==> src/rtl/mul_div_unit.sv <==
// ---------------------------------------------------------------------------
// mul_div_unit
//   Iterative 32x32 multiply / divide unit with architectural HI/LO registers.
//   Multiply uses 32 shift-add steps and divide uses 32 restoring
//   shift-subtract steps. Signed operations run on magnitudes and are
//   sign-corrected in FIN. MTHI/MTLO write HI/LO directly from IDLE.
//
//   Timing: the accept edge is edge 1, edges 2..33 run the iterations and
//   edge 34 (leaving FIN) writes Hi/Lo. Done is high for the single cycle
//   after edge 34, and a new Start is accepted during that cycle.
//
// Ports
//   clk      in   1  clock, rising edge
//   rst      in   1  asynchronous active-high reset
//   OperandA in  32  rs value: multiplicand, dividend, MTHI/MTLO source
//   OperandB in  32  multiplier or divisor
//   Start    in   1  request, sampled only while idle
//   Op       in   3  000 MULTU, 001 MULT, 010 DIVU, 011 DIV,
//                    100 MTHI, 101 MTLO, 110/111 no-op
//   Busy     out  1  iterative operation in progress
//   Done     out  1  one-cycle pulse after the HI/LO update
//   Hi       out 32  HI register
//   Lo       out 32  LO register
// ---------------------------------------------------------------------------
module mul_div_unit (
  input  logic        clk,
  input  logic        rst,
  input  logic [31:0] OperandA,
  input  logic [31:0] OperandB,
  input  logic        Start,
  input  logic [2:0]  Op,
  output logic        Busy,
  output logic        Done,
  output logic [31:0] Hi,
  output logic [31:0] Lo
);

  typedef enum logic [1:0] {
    IDLE = 2'd0,
    RUN  = 2'd1,
    FIN  = 2'd2
  } state_t;

  state_t      state_q;
  logic [4:0]  cnt_q;
  logic        busy_q;
  logic        done_q;
  logic [31:0] hi_q;
  logic [31:0] lo_q;

  // Operation context captured at accept
  logic        div_q;     // 1: divide, 0: multiply
  logic        neg_q;     // negate product / quotient in FIN
  logic        rsign_q;   // negate remainder in FIN (dividend was negative)
  logic        dz_q;      // divisor was zero
  logic [31:0] a_q;       // original dividend, reported as HI on divide by zero
  logic [31:0] b_q;       // magnitude of multiplicand (mul) or divisor (div)
  logic [31:0] rem_q;     // mul: upper product half / div: partial remainder
  logic [31:0] quo_q;     // mul: multiplier shifting out / div: quotient in

  logic [31:0] rem_d;
  logic [31:0] quo_d;
  logic [31:0] abs_a_s;
  logic [31:0] abs_b_s;
  logic [31:0] fin_hi_s;
  logic [31:0] fin_lo_s;
  logic [32:0] sum_s;
  logic [32:0] sh_s;
  logic [32:0] diff_s;
  logic [63:0] prod_s;

  assign Busy = busy_q;
  assign Done = done_q;
  assign Hi   = hi_q;
  assign Lo   = lo_q;

  // Operand magnitudes for signed ops (Op[0]=1); 0x80000000 maps to itself,
  // which is the correct unsigned magnitude.
  always_comb begin
    abs_a_s = OperandA;
    abs_b_s = OperandB;
    if (Op[0] && OperandA[31]) begin
      abs_a_s = 32'd0 - OperandA;
    end else begin
      abs_a_s = OperandA;
    end
    if (Op[0] && OperandB[31]) begin
      abs_b_s = 32'd0 - OperandB;
    end else begin
      abs_b_s = OperandB;
    end
  end

  // One iteration step: shift-add for multiply, restoring subtract for divide.
  // The remainder stays below the divisor, so bit 32 of the difference is a
  // reliable borrow flag.
  always_comb begin
    sum_s  = {1'b0, rem_q} + (quo_q[0] ? {1'b0, b_q} : 33'd0);
    sh_s   = {rem_q, quo_q[31]};
    diff_s = sh_s - {1'b0, b_q};
    rem_d  = rem_q;
    quo_d  = quo_q;
    if (div_q) begin
      if (!diff_s[32]) begin
        rem_d = diff_s[31:0];
        quo_d = {quo_q[30:0], 1'b1};
      end else begin
        rem_d = sh_s[31:0];
        quo_d = {quo_q[30:0], 1'b0};
      end
    end else begin
      rem_d = sum_s[32:1];
      quo_d = {sum_s[0], quo_q[31:1]};
    end
  end

  // Final sign fix-up and divide-by-zero result selection
  always_comb begin
    prod_s   = {rem_q, quo_q};
    fin_hi_s = rem_q;
    fin_lo_s = quo_q;
    if (div_q) begin
      if (dz_q) begin
        fin_hi_s = a_q;
        fin_lo_s = 32'hFFFF_FFFF;
      end else begin
        fin_lo_s = neg_q   ? (32'd0 - quo_q) : quo_q;
        fin_hi_s = rsign_q ? (32'd0 - rem_q) : rem_q;
      end
    end else begin
      if (neg_q) begin
        prod_s = 64'd0 - {rem_q, quo_q};
      end else begin
        prod_s = {rem_q, quo_q};
      end
      fin_hi_s = prod_s[63:32];
      fin_lo_s = prod_s[31:0];
    end
  end

  // Control FSM with registered Busy/Done and HI/LO registers
  always_ff @(posedge clk or posedge rst) begin
    if (rst) begin
      state_q <= IDLE;
      cnt_q   <= 5'd0;
      busy_q  <= 1'b0;
      done_q  <= 1'b0;
      hi_q    <= 32'd0;
      lo_q    <= 32'd0;
      div_q   <= 1'b0;
      neg_q   <= 1'b0;
      rsign_q <= 1'b0;
      dz_q    <= 1'b0;
      a_q     <= 32'd0;
      b_q     <= 32'd0;
      rem_q   <= 32'd0;
      quo_q   <= 32'd0;
    end else begin
      case (state_q)
        IDLE: begin
          done_q <= 1'b0;
          if (Start) begin
            case (Op)
              3'b000, 3'b001, 3'b010, 3'b011: begin
                state_q <= RUN;
                busy_q  <= 1'b1;
                cnt_q   <= 5'd0;
                div_q   <= Op[1];
                neg_q   <= Op[0] & (OperandA[31] ^ OperandB[31]);
                rsign_q <= Op[0] & OperandA[31];
                dz_q    <= (OperandB == 32'd0);
                a_q     <= OperandA;
                rem_q   <= 32'd0;
                if (Op[1]) begin
                  b_q   <= abs_b_s;
                  quo_q <= abs_a_s;
                end else begin
                  b_q   <= abs_a_s;
                  quo_q <= abs_b_s;
                end
              end
              3'b100: hi_q <= OperandA;
              3'b101: lo_q <= OperandA;
              default: ;
            endcase
          end
        end
        RUN: begin
          rem_q <= rem_d;
          quo_q <= quo_d;
          cnt_q <= cnt_q + 5'd1;
          if (cnt_q == 5'd31) begin
            state_q <= FIN;
          end
        end
        FIN: begin
          hi_q    <= fin_hi_s;
          lo_q    <= fin_lo_s;
          done_q  <= 1'b1;
          busy_q  <= 1'b0;
          cnt_q   <= 5'd0;
          state_q <= IDLE;
        end
        default: begin
          state_q <= IDLE;
          busy_q  <= 1'b0;
          done_q  <= 1'b0;
          cnt_q   <= 5'd0;
        end
      endcase
    end
  end

endmodule

==> config.mk <==
export PLATFORM = sky130hd
export DESIGN_NAME = mul_div_unit
export DESIGN_NICKNAME = d
export VERILOG_FILES = /design/src/rtl/mul_div_unit.sv
export SDC_FILE = /design/constraint.sdc
export NUM_CORES = 1
export LEC_CHECK = 0
export ABC_AREA = 1
export BUFFER_PORTS_ARGS = -buffer_cell sky130_fd_sc_hd__buf_2
export CORE_MARGIN = 2
export CORE_UTILIZATION = 53
export DETAILED_ROUTE_END_ITERATION = 6
export GPL_TIMING_DRIVEN = 0
export PLACE_DENSITY = 0.71
export SLEW_MARGIN = 20
export SYNTH_ARGS = -nofsm -noshare
export SYNTH_HDL_FRONTEND = slang
export SYNTH_SLANG_ARGS = --single-unit
==> constraint.sdc <==
create_clock -name clk -period 8.35 [get_ports clk]
set_clock_uncertainty 0.1 [all_clocks]
set_input_delay 0.4175 -clock clk [delete_from_list [all_inputs] [get_ports clk]]
set_output_delay 0.4175 -clock clk [all_outputs]
set_load 0.01 [all_outputs]
==> flow_metrics.py <==
metrics = {
    "placed_design": {
        "port_buffers": 135,
        "dp_hpwl_mm": 78.0,
        "placed_area_mm2": 0.0215,
        "dpl_worst_slack_ns": 4.79,
        "gp_congestion": 1.10,
    },
    "cts": {
        "clk_path_buf_depth": 3,
        "insertion_delay_ns": 0.59,
        "cts_made_buffers": 24,
        "cts_num_sinks": 205,
        "clkTransAtPathRegs_ns": 0.07,
        "cts_tree": "done",
        "root_buffer": "clkbuf_16",
        "post_cts_resized": 0,
        "htree_levels": 1,
    },
    "global_routing": {
        "met3_usage_pct": 16.1,
        "grt_first_pass_wirelength_mm": 140,
        "globalRouteTotalUtil_pct": 48.3,
        "grt_use_met1_pct": 61.2,
        "met2_usage_pct": 69.5,
        "gr-total-overflow": 0,
        "grt_max_degree": 79,
        "antenna_found_initial": 2,
        "top_usage_layer": "met2",
        "grt_pass1_vias": 23389,
    },
    "route": {
        "avgViaCountPerCell": 6.13,
        "ant_nets": 0,
        "wl_mm": 96.4,
        "drtPass1Iterations": 7,
        "via_count": 25383,
        "drc": 15,
        "drtIter0Drc": 3792,
        "wl_per_cell_um": 23.3,
    },
    "floorplanning": {
        "io_pins": 136,
        "die-area_mm2": 0.0395,
        "die_w_um": 199,
        "row_count": 71,
        "initial_core_util_pct": 53.6,
        "fp.dieH_um": 199,
        "core_area_mm2": 0.0375,
    },
    "min_path": {
        "holdPathEnd": "a_q[1]",
        "hold_start": "OperandA[1]",
        "hold_depth": 3,
        "min_path_type": "in -> reg",
    },
    "finish": {
        "nFillCells": 3840,
        "stdcell_area_mm2": 0.0223,
        "nets": 3757,
        "final_util_pct": 59.5,
        "area_growth_pct": 11.1,
        "seq_area_mm2": 0.00513,
        "drive_above_1_share_pct": 7.52,
        "multi_input_area_mm2": 0.0127,
    },
    "worst_setup_path": {
        "reg2reg_to": "rem_q[25]",
        "reg2reg_depth": 19,
        "path_max_fanout": 10,
        "reg2reg_slack_ns": 4.56,
        "timing.rr.start": "rem_q[0]",
        "cp-start-kind": "flip-flop",
        "critical_path_arrival_ns": 4.14,
        "critPathRequiredTime_ns": 8.70,
        "path_class": "reg -> reg",
        "worst_setup_path_end_kind": "flip-flop",
    },
    "pwr": {
        "internal_power_uw": 4420,
        "clockPowerShare_pct": 10.8,
        "p_leak_uw": 0.0115,
        "seq_power_share_pct": 20.3,
        "power_density_mw_per_mm2": 475,
        "switching_share_pct": 58.3,
        "combPwrFrac_pct": 68.9,
        "peakVddDrop_mv": 0.207,
        "power_switching_uw": 6190,
    },
    "yosys": {
        "synthesis.area_mm2": 0.0201,
        "ys.flop_type": "dfrtp_1",
        "synth.area.top_cells": "dfrtp_1 (26%), nand2_1 (19%), nor2_1 (8.7%)",
        "yosysTopAreaCellShare_pct": 25.5,
        "ys_seq_elements": 205,
        "synth.distinct_cells": 47,
        "syn-num-nets": 3593,
        "avgSynthCellArea_um2": 5.82,
        "synth_edf_count": 0,
        "ys_warn_count": 0,
        "seq_area_frac_synth_pct": 25.5,
        "synth_cells": 3451,
        "async_reset_ff_share_pct": 100,
        "yosys.area.top_type": "dfrtp_1",
    },
    "sta": {
        "rsz0062_at_grt": "no",
        "worst_pin_slew_ns": 1.14,
        "timing.final.hold_violations": 0,
        "max_freq_mhz": 264,
        "setup_viol": 0,
        "setup_tns_ns": 0,
        "slew_viol_final": 0,
        "finalCritPeriodShare_pct": 45.3,
        "min_period_ns": 3.79,
        "slew_headroom_pct": 24.3,
        "setup_slack_ns": 4.56,
    },
    "outcome": {
        "status": "finished with violations",
        "failed_checks": "design-rule violations",
    },
    "flow_run": {
        "maxCapViolCount": 0,
    },
}
==> worst max path at each step <==
| stage | start | end | slack, ns | depth (start not counted) |
|---|---|---|---|---|
| floorplan | rst | Busy | 2.24 | 1 |
| global placement | rst | b_q[29] | 0.06 | 2 |
| detailed placement | rem_q[0] | rem_q[25] | 4.79 | 19 |
| CTS | rem_q[0] | rem_q[25] | 4.74 | 19 |
| global route | quo_q[0] | rem_q[31] | 4.46 | 18 |
| finish | rem_q[0] | rem_q[25] | 4.56 | 19 |
==> kinds of logic after synthesis <==
family / Yosys count / share of synthesized area [%]
buffers and inverters: 584 / 11.3
AO/OA/AOI/OAI: 575 / 15.6
flip-flops: 205 / 25.5
AND/OR/NAND/NOR: 1946 / 40.0
XOR/XNOR: 69 / 3.01
adder cells (fa/ha/maj): 72 / 4.56
==> cells in the mapped netlist (2+ instances only) <==
library cell	n
buf_2	21
nand4_1	33
o21a_1	6
buf_4	7
nand2_1	1037
ha_1	70
nor3_2	3
nor2_4	3
nor2_2	12
a21oi_1	244
a31oi_1	8
clkinv_1	5
nand3b_1	7
o31ai_1	3
buf_1	14
dfrtp_1	205
a21oi_2	2
fa_1	2
nor3_1	24
o221ai_1	16
a22oi_1	21
nor2_1	467
nand3_2	3
nand2_2	11
o211ai_1	25
inv_2	14
inv_1	434
nor4_1	3
nand3_1	324
a21o_1	3
xnor2_1	13
xor2_1	56
o21ai_1	23
o22ai_1	2
buf_6	3
clkbuf_1	85
o21ai_0	214
and2_1	3
o21bai_1	4
nand2_4	3
or2_2	12
==> cells in the final DEF (no fill, tap or decap), types with 16 or more instances in the layout <==
cell and n:
nand2_1 1037, nor2_1 467, inv_1 433, nand3_1 324
a21oi_1 244, o21ai_0 214, dfrtp_1 205, buf_2 156
clkbuf_1 88, ha_1 70, xor2_1 56, nand4_1 33
o211ai_1 25, nor3_1 24, clkbuf_16 24, o21ai_1 23
a22oi_1 21, o221ai_1 16
==> state kept, by name, indices dropped and copies added (netlist names) <==
signal / flops
dz_q: 1
cnt_q: 5
quo_q: 32
state_q: 2
Done: 1
a_q: 32
div_q: 1
Hi: 32
Lo: 32
b_q: 32
rsign_q: 1
neg_q: 1
rem_q: 32
Busy: 1
==> power by group through the flow <==
stage                     clock network (uW)  registers (uW)  logic [uW]
after floorplan                            0            1890        4830
after detailed placement                   0            2110        6960
final                                   1150            2150        7310
after global placement                     0            2090        6820
after CTS                               1140            2090        7000
after global routing                    1170            2160        7960
==> worst max-delay path, stage by stage, from the launching register on <==
cell and delay [ns]:
dfrtp_1 0.62, clkinv_1 0.48, fa_1 0.64, inv_2 0.11
nand2_1 0.06, nand2_1 0.11, nand3_1 0.10, nand2_2 0.10
nand2_2 0.06, nand2_4 0.10, nand2_4 0.09, nand2_4 0.07
nand2_2 0.06, nand2_2 0.23, buf_6 0.22, nand2_1 0.18
nand2_1 0.10, nand2_1 0.05, nand3_1 0.07, nand2_1 0.05
==> area by class of cell <==
| cell class | count | area share (%) |
|---|---|---|
| well taps | 511 | 2.87 |
| repair buffers | 138 | 3.32 |
| diodes | 1 | 0.0112 |
| clock inverters | 13 | 0.802 |
| flip-flops and latches | 205 | 23.0 |
| multi-input cells | 2662 | 56.8 |
| plain buffers | 131 | 2.59 |
| inverters | 453 | 7.65 |
| clock buffers | 30 | 2.93 |
==> per-layer routing <==
metal / up-vias / routed length, um
met5: - / 57
met4: 2 / 7880
met3: 446 / 13800
met2: 1888 / 38500
met1: 11652 / 36100
li1: 11395 / -
==> stage by stage <==
stage	hold WS, ns	std cells	total power [uW]
global placement	0.361	4097	8910
CTS	0.0131	4143	10200
global route	0.0730	4143	11300
finish	0.0236	4144	10600
floorplan	0.348	3451	6710
detailed placement	0.366	4099	9070
==> repair_timing <==
action                                 in CTS  in global routing
hold buffers                                1                  0
setup buffers                               0                  0
endpoints found under the hold margin      77                  0
No activity file was read; power rests on OpenSTA's default activity.
